## config.mk

```make
export PLATFORM = sky130hd
export DESIGN_NAME = skid_reg
export DESIGN_NICKNAME = d
export VERILOG_FILES = /design/src/rtl/skid_reg.sv
export SDC_FILE = /design/constraint.sdc
export NUM_CORES = 1
export LEC_CHECK = 0
export ABC_CLOCK_PERIOD_IN_PS = 2800
export BUFFER_PORTS_ARGS = -buffer_cell sky130_fd_sc_hd__buf_2
export CORE_AREA = 5 5 54 75
export CTS_BUF_LIST = sky130_fd_sc_hd__clkbuf_4 sky130_fd_sc_hd__clkbuf_8
export DETAILED_ROUTE_END_ITERATION = 10
export DIE_AREA = 0 0 59 80
export PLACE_DENSITY = 0.72
export RECOVER_POWER = 50
export SLEW_MARGIN = 5
export SYNTH_ARGS = -nofsm -noshare
export SYNTH_HDL_FRONTEND = slang
export SYNTH_SLANG_ARGS = --single-unit
```

## constraint.sdc

```tcl
create_clock -name clk -period 2.8 [get_ports clk]
set_input_delay 0.56 -clock clk [delete_from_list [all_inputs] [get_ports clk]]
set_output_delay 0.56 -clock clk [all_outputs]
set_load 0.01 [all_outputs]
```

## src/rtl/skid_reg.sv

```systemverilog
// skid_reg: two-entry valid/ready pipeline stage; both handshake directions leave from flops, din->dout latency 1 cycle.
// Backpressure: the skid entry absorbs the item in flight when dout stalls; din_ready drops the cycle after it fills.
module skid_reg #(
  parameter int             DIN        = 16,
  parameter logic [DIN-1:0] INIT       = '0,
  parameter bit             INIT_VALID = 1'b0
) (
  input  logic           clk,
  input  logic           rst,
  input  logic [DIN-1:0] din_data,
  input  logic           din_valid,
  output logic           din_ready,
  output logic [DIN-1:0] dout_data,
  output logic           dout_valid,
  input  logic           dout_ready
);

  // Encoding chosen so that bit 1 is din_ready and bit 0 is dout_valid.
  typedef enum logic [1:0] {
    FULL  = 2'b01,
    EMPTY = 2'b10,
    BUSY  = 2'b11
  } state_t;

  localparam state_t RST_STATE = INIT_VALID ? BUSY : EMPTY;

  state_t         state;
  state_t         state_nxt;
  logic [DIN-1:0] main_q;
  logic [DIN-1:0] skid_q;
  logic           main_ld;
  logic           main_from_skid;
  logic           skid_ld;
  logic           in_xfer;
  logic           out_xfer;

  assign din_ready  = state[1];
  assign dout_valid = state[0];
  assign dout_data  = main_q;

  assign in_xfer  = din_valid & din_ready;
  assign out_xfer = dout_valid & dout_ready;

  always_comb begin
    state_nxt      = state;
    main_ld        = 1'b0;
    main_from_skid = 1'b0;
    skid_ld        = 1'b0;
    case (state)
      EMPTY: begin
        if (in_xfer) begin
          main_ld   = 1'b1;
          state_nxt = BUSY;
        end
      end
      BUSY: begin
        if (in_xfer && out_xfer) begin
          main_ld = 1'b1;
        end else if (in_xfer) begin
          skid_ld   = 1'b1;
          state_nxt = FULL;
        end else if (out_xfer) begin
          state_nxt = EMPTY;
        end
      end
      FULL: begin
        if (out_xfer) begin
          main_ld        = 1'b1;
          main_from_skid = 1'b1;
          state_nxt      = BUSY;
        end
      end
      default: state_nxt = EMPTY;
    endcase
  end

  always_ff @(posedge clk) begin
    if (rst) begin
      state <= RST_STATE;
      if (INIT_VALID) main_q <= INIT;
    end else begin
      state <= state_nxt;
      if (main_ld) main_q <= main_from_skid ? skid_q : din_data;
    end
  end

  // Skid entry carries no reset: its content only matters while in FULL.
  always_ff @(posedge clk) begin
    if (skid_ld && !rst) skid_q <= din_data;
  end

  a_dout_hold: assert property (@(posedge clk) disable iff (rst)
    (dout_valid && !dout_ready) |=> (dout_valid && $stable(dout_data)));

  a_legal_state: assert property (@(posedge clk) disable iff (rst)
    (state != 2'b00));

endmodule

```

==> summary.md, run 1 <==
| Metric | Value |
|---|---|
| Final hold vios | 0 |
| Slowest cell on crit path | clkbuf_1 |
| Non-filler cells, final | 161 |
| VDD IR-drop max | approximately 0.49 mV |
| R2R depth | 3 |
| Htree depth | 2 |
| Cell area after synthesis | around 1400 µm² |
| Die Ht | 80 µm |
| Finished Core Util | about half |
| Yosys warns | 0 |
| Cell Count Post-Placement | around 150 |
| Clk slew on worst S/H paths | roughly 0.06 ns |
| Largest net degree at the start of global routing | 18 |
| Post-DR wirelength/cell | between 15 and 20 µm |
| Layout cells sized above 1 | between 30% and 40% |
| DRT Wirelength | about 2500 µm |
| Final Max Tran Viols | 0 |
| Synth Register Bits | 34 |
| Number of vias per cell | ~5.0 |
| TritonCTS clock tree | done |
| Hold Path End | skid_q[12]$_DFFE_PP_ |
| Min-Delay Path Class | in2reg |
| Post-layout nets | about 140 |
| Tcrit/Tclk final | around 75% |
| Synth unique cells | 22 |
| Root buf cell | clkbuf_8 |
| Post-CTS sizing | 0 |
| Min-delay src | din_data[12] |
| Hold-fix buffers, CTS | 0 |
| WP data arrival | 2.01 ns |
| Worst R2R Start | state[1]$_SDFFE_PP1P_ |
| Worst Path Class, Setup | reg2reg |
| Crit path largest cell delay | approximately 0.7 ns |
| Pwr Total | roughly 0.0013 W |
| Fmax | roughly 0.47 GHz |
| Pleak | around 0.65 nW |
| Setup Skew | approximately 0.0031 ns |
| WHS | 0.473 ns |
| Status | finished clean |
| Hold depth | 1 |
| Startpoint Class | flip-flop |
| Commonest non-fill, non-tap cell in the layout | edfxtp_1 |
| Crit path buffers/inverters | 1 |
| Gr usage total | about an eighth |
| Initial antenna violation count | 0 |
| Max-cap violations | 0 |
| Layout area overhead | 20.6% |
| RSZ-0062 raised after global routing | no |
| Drt pass-1 iters | 4 |
| Worst reg2reg setup slack | between 0.6 and 0.7 ns |
| Crit Reg-Reg Endpoint | skid_q[13]$_DFFE_PP_ |
| Setup TNS | 0 ns |
| Vias in the first global route | about 850 |
| Critical Path Sink Type | flip-flop |
| WP data required | ~2.7 ns |
| Die Area | around 4700 µm² |
| Worst-skew pair later-pin latency | approximately 0.28 ns |
| Core Area | between 3000 and 4000 µm² |
| 1st-iter DRT viols | 22 |
| Largest buffer count on any clock path | 2 |
| Final setup vio count | 0 |
| CP cell instances | ha_1, nor4bb_1, clkbuf_1 |
| Most frequent cells in the layout | edfxtp_1 (32), clkbuf_1 (27), buf_2 (11) |
| Crit Path Max Fanout | 16 |
| DRT antenna net count | 0 |
| N_diodes | 0 |
| Hpwl dp | around 1900 µm |
| DRC viols | 0 |
| First-pass GRT wire length | approximately 4100 µm |
| Row cnt | 25 |
| Buffers added on ports | 37 |
| CTS buffer count | 5 |
| Fin crit period | about 2.1 ns |
| Gr ovfl total | 0 |
| Max transition margin | between 40% and 50% |
| DIE WIDTH | 59 µm |
| Synthesized Nets | 99 |
| Slew @ Worst Pin | roughly 0.86 ns |
| CP top delay family | buffers and inverters |
| DR vias | ~800 |
| Register area share after synthesis | 70.5% |
| Syn Area/Cell | about 19 µm² |
| Post-CTS setup buffers | 0 |
| Routability cong. | 0.791 |
| PwrDens | between 700 and 800 nW/µm² |
| Initial core utilization | 42.8% |
| IO Count | 38 |
| Gate Count Post-Synth | 75 |
| Clk sinks | 34 |
-- per-layer routing --
metal | vias to the layer above | global-route usage [%] | share of wire (%)
li1 | 385 | - | -
met1 | 389 | 13.4 | 38
met2 | 22 | 20.5 | 55
met3 | 6 | 3.40 | 5.3
met4 | 0 | 6.12 | 1.8
met5 | - | 0 | 0
-- kinds of logic (layout without fill, tap and decap cells) --
logic type      Yosys count  count (layout)  share of synthesized area (%)
buf+inv                   3              49                           1.32
flops                    34              34                           70.5
mux                      17              17                           15.8
compound gates            7               7                           4.76
fa+ha+maj                 4               4                           3.53
simple gates             10              10                           4.06
-- power breakdown --
part / switching, W / internal, W
logic: 0.000182 / 0.000118
registers: 0.0000399 / 0.000650
clock network: 0.000162 / 0.000180
-- synth_stat cells, drive strengths merged --
cell type / count / area, µm²
a31oi: 1 / 6.26
o21bai: 1 / 7.51
nor4: 1 / 6.26
o41ai: 1 / 16.3
buf: 1 / 11.3
a311o: 1 / 10.0
nand2: 3 / 11.3
mux2i: 1 / 10.0
nand3: 3 / 20.0
o21ai: 1 / 8.76
dfxtp: 2 / 40.0
nor4bb: 1 / 10.0
edfxtp: 32 / 961
mux2: 16 / 214
ha: 4 / 50.1
and3: 1 / 6.26
a211oi: 1 / 7.51
nor2: 1 / 3.75
a21boi: 1 / 11.3
inv: 2 / 7.51
-- through the flow --
stage,area (µm²),worst slack [ns]
floorplan,1420,0.0336
global route,1710,0.512
finish,1710,0.694
CTS,1760,0.677
global placement,1680,0.802
detailed placement,1680,0.685
-- registers in the layout, summed over array words and instances (netlist names) --
name / flops
dout_data: 16
skid_q: 16
state: 2
-- worst max path at each step --
stage,startpoint,end,slack (ns),cells past startpoint
after CTS,state[1]$_SDFFE_PP1P_,dout_data[0]$_DFFE_PP_,0.68,5
after detailed placement,state[1]$_SDFFE_PP1P_,dout_data[10]$_DFFE_PP_,0.69,5
after global placement,state[1]$_SDFFE_PP1P_,dout_data[10]$_DFFE_PP_,0.80,5
after floorplan,state[1]$_SDFFE_PP1P_,skid_q[0]$_DFFE_PP_,0.03,2
after global routing,state[1]$_SDFFE_PP1P_,dout_data[7]$_DFFE_PP_,0.51,5
final,state[1]$_SDFFE_PP1P_,skid_q[13]$_DFFE_PP_,0.69,3
-- layout make-up --
| type | instances | area [µm²] |
|---|---|---|
| Fill cell | 318 | 1600 |
| Sequential cell | 34 | 1000 |
| Multi-Input combinational cell | 38 | 404 |
| Timing Repair Buffer | 39 | 164 |
| Clock buffer | 6 | 76.3 |
| Tap cell | 40 | 50.0 |
| Clock inverter | 2 | 8.76 |
| Inverter | 2 | 7.51 |
(Power assumes the default switching activity.)
==> run 2: changes to the inputs <==
--- a/config.mk
+++ b/config.mk
@@ -5,7 +5,8 @@
 export SDC_FILE = /design/constraint.sdc
 export NUM_CORES = 1
 export LEC_CHECK = 0
-export ABC_CLOCK_PERIOD_IN_PS = 2800
+export ABC_AREA = 1
+export ABC_CLOCK_PERIOD_IN_PS = 1900
 export BUFFER_PORTS_ARGS = -buffer_cell sky130_fd_sc_hd__buf_2
 export CORE_AREA = 5 5 54 75
 export CTS_BUF_LIST = sky130_fd_sc_hd__clkbuf_4 sky130_fd_sc_hd__clkbuf_8
==> constraint.sdc (replaced) <==
create_clock -name clk -period 1.9 [get_ports clk]
set_input_delay 0.38 -clock clk [delete_from_list [all_inputs] [get_ports clk]]
set_output_delay 0.38 -clock clk [all_outputs]
set_load 0.01 [all_outputs]
==> run 2 against run 1 <==
Global-route usage rose by 1.6 points. Worst hold slack worse by 0.18 ns. Synthesized cell count rose by 63%. Utilization up 0.68 points. Design area rose by 1.3%. Sequential share of layout area decreased by 0.76 points. Die area did not move. Power grew 54%. Largest power group unchanged.
==> summary.md, run 2 <==
| Metric | Value |
|---|---|
| Clk sinks | 34 (unchanged) |
| Critical Path Sink Type | flip-flop (unchanged) |
| Routability cong. | 0.847 (was 0.791) |
| Dominant synthesized flop cell | edfxtp_1 (unchanged) |
| Die Ht | 80 µm (unchanged) |
| Status | finished clean (unchanged) |
| Initial core utilization | 42.6% (was 42.8%) |
| Sequential cell area | 1000 µm² (unchanged) |
| IO Count | 38 (unchanged) |
| First-pass GRT wire length | 4660 µm (was 4150 µm) |
| Tcrit/Tclk final | 92.4% (was 75.2%) |
| Gr usage total | 13.6% (was 12.1%) |
| Clk slew on worst S/H paths | 0.07 ns (was 0.06 ns) |
| Synthesized Nets | 146 (was 99) |
| Most frequent cells in the layout | nand2_1 (58), edfxtp_1 (32), clkbuf_1 (29) (was edfxtp_1 (32), clkbuf_1 (27), buf_2 (11)) |
| WP data arrival | 1.79 ns (was 2.01 ns) |
| Cell area after synthesis | 1410 µm² (was 1420 µm²) |
| Gr ovfl total | 0 (unchanged) |
| Slowest cell on crit path | dfxtp_1 (was clkbuf_1) |
| 1st-iter DRT viols | 23 (was 22) |
| Post-synth top area cell | edfxtp_1 (unchanged) |
| Pleak | 0.731 nW (was 0.646 nW) |
| Setup Skew | 0.00549 ns (was 0.00307 ns) |
| Yosys top cell area share | 68.0% (was 67.7%) |
| Setup TNS | 0 ns (unchanged) |
| Max transition margin | 72.9% (was 42.8%) |
| Hold-fix buffers, CTS | 0 (unchanged) |
| Most used cell, CP | inv_1 |
| Max-cap violations | 0 (unchanged) |
| Register area share after synthesis | 70.9% (was 70.5%) |
| Top cells by area, synth | edfxtp_1 (68%), nand2_1 (15%), ha_1 (3.5%), dfxtp_1 (2.8%), inv_1 (1.9%) (was edfxtp_1 (68%), mux2_4 (9.5%), mux2_2 (5.6%), ha_1 (3.5%), dfxtp_1 (2.8%)) |
| Fin crit period | 1.76 ns (was 2.11 ns) |
| Drt pass-1 iters | 4 (unchanged) |
| Post-synth ARST share | 0% (unchanged) |
| CP cell instances | inv_1, ha_1, inv_1, nor2_8, nor3_1, nor3_4, buf_12 (was ha_1, nor4bb_1, clkbuf_1) |
| Largest net degree at the start of global routing | 18 (unchanged) |
| Largest buffer count on any clock path | 2 (unchanged) |
| Startpoint Class | flip-flop (unchanged) |
| Crit path largest cell delay | 0.42 ns (was 0.69 ns) |
| Initial antenna violation count | 0 (unchanged) |
| Synth Register Bits | 34 (unchanged) |
| Syn Area/Cell | 11.6 µm² (was 18.9 µm²) |
| Post-layout nets | 193 (was 144) |
| Layout cells sized above 1 | 14.7% (was 33.1%) |
| N_diodes | 0 (unchanged) |
| DR vias | 1018 (was 802) |
| Final Max Tran Viols | 0 (unchanged) |
| Non-filler cells, final | 210 (was 161) |
| Row cnt | 25 (unchanged) |
| Final setup vio count | 0 (unchanged) |
| VDD IR-drop max | 0.702 mV (was 0.486 mV) |
| CTS buffer count | 5 (unchanged) |
| PwrDens | 1180 nW/µm² (was 778 nW/µm²) |
| WHS | 0.293 ns (was 0.473 ns) |
| Crit path buffers/inverters | 3 (was 1) |
| Slew @ Worst Pin | 0.406 ns (was 0.859 ns) |
| Htree depth | 2 (unchanged) |
| DRT Wirelength | 2920 µm (was 2540 µm) |
| Die Area | 4720 µm² (unchanged) |
| Filler cells | 329 (was 318) |
| Post-synth EDFFs | 32 (unchanged) |
| Multi-input gate area | 372 µm² (was 404 µm²) |
| Worst-skew pair later-pin latency | 0.28 ns (about the same) |
| DRT antenna net count | 0 (unchanged) |
| Gate Count Post-Synth | 122 (was 75) |
| Post-DR wirelength/cell | 13.9 µm (was 15.8 µm) |
| Hpwl dp | 2140 µm (was 1910 µm) |
| Vias in the first global route | 1022 (was 853) |
| RSZ-0062 raised after global routing | no (unchanged) |
| TritonCTS clock tree | done (unchanged) |
| Layout area overhead | 22.8% (was 20.6%) |
| Pwr Total | 0.00205 W (was 0.00133 W) |
| Fmax | 0.570 GHz (was 0.475 GHz) |
| Final hold vios | 0 (unchanged) |
| CP top delay family | simple AND/OR/NAND/NOR gates (was buffers and inverters) |
| Root buf cell | clkbuf_8 (unchanged) |
| Post-CTS sizing | 0 (unchanged) |
| Number of vias per cell | 4.85 (was 4.98) |
| DRC viols | 0 (unchanged) |
| Buffers added on ports | 37 (unchanged) |
| Most common cell in the netlist | nand2_1 (was edfxtp_1) |
| WP data required | 1.94 ns (was 2.70 ns) |
| DIE WIDTH | 59 µm (unchanged) |
| Post-CTS setup buffers | 1 (was 0) |
| Core Area | 3320 µm² (unchanged) |
| Min-Delay Path Class | in2reg (unchanged) |
| Cell Count Post-Placement | 201 (was 153) |
| Most frequent cells after synthesis | nand2_1 (58), edfxtp_1 (32), inv_1 (7), nor2_1 (5) (was edfxtp_1 (32), mux2_4 (9), mux2_2 (7), ha_1 (4), nand2_1 (3)) |
| Worst reg2reg setup slack | 0.14 ns (was 0.69 ns) |
| Worst Path Class, Setup | reg2reg (unchanged) |
| Synth unique cells | 15 (was 22) |
| Yosys warns | 0 (unchanged) |
| Commonest non-fill, non-tap cell in the layout | nand2_1 (was edfxtp_1) |
| Crit Path Max Fanout | 16 (unchanged) |
## run 2: per-layer routing
| layer | part of all wire, % | global-route usage (%) | wire, µm | up-vias |
|---|---|---|---|---|
| met1 | 36 | 14.5 | 1060 | 483 |
| met5 | 0 | 0 | 0 | - |
| met3 | 8.0 | 3.24 | 232 | 5 |
| met4 | 2.2 | 6.80 | 64 | 0 |
| met2 | 54 | 24.3 | 1560 | 37 |
| li1 | - | - | - | 493 |
## run 2: where the power goes
part	internal (W)	switching [W]	leakage [nW]
logic	0.000195	0.000343	0.376
clock network	0.000283	0.000239	0.0467
registers	0.000937	0.0000486	0.308
total	0.00141	0.000631	0.731
## run 2: metrics by stage
step / util [%] / worst slack, ns / cell area [µm²]
3_5_place_dp: 50.5 / -0.0391 / 1670
5_1_grt: 52.3 / 0.0492 / 1730
2_1_floorplan: - / 0.0735 / 1430
6_report: 52.3 / 0.145 / 1730
4_1_cts: 53.7 / 0.120 / 1780
3_3_place_gp: 50.5 / 0.0472 / 1670
## run 2: worst paths after layout
check / endpoint / cells past startpoint / start
min: skid_q[15]$_DFFE_PP_ / 1 / din_data[15]
min reg2reg: dout_data[0]$_DFFE_PP_ / 2 / skid_q[0]$_DFFE_PP_
max: dout_data[2]$_DFFE_PP_ / 7 / state[1]$_SDFFE_PP1P_
max reg2reg: dout_data[2]$_DFFE_PP_ / 7 / state[1]$_SDFFE_PP1P_
## run 2: final cells by class
| cell class | count | share of cell area [%] |
|---|---|---|
| multi-input combinational | 78 | 21.4 |
| clock buffer | 7 | 4.83 |
| inverter | 8 | 1.73 |
| clock inverter | 1 | 0.216 |
| timing repair buffer | 42 | 11.2 |
| tap | 40 | 2.89 |
| sequential | 34 | 57.7 |
## run 2: kinds of logic after synthesis
| family | Yosys count | synth area share [%] |
|---|---|---|
| flip-flops | 34 | 70.9 |
| AND/OR/NAND/NOR | 72 | 21.4 |
| AO/OA/AOI/OAI | 2 | 0.709 |
| buffers and inverters | 10 | 3.45 |
| adder cells (fa/ha/maj) | 4 | 3.54 |
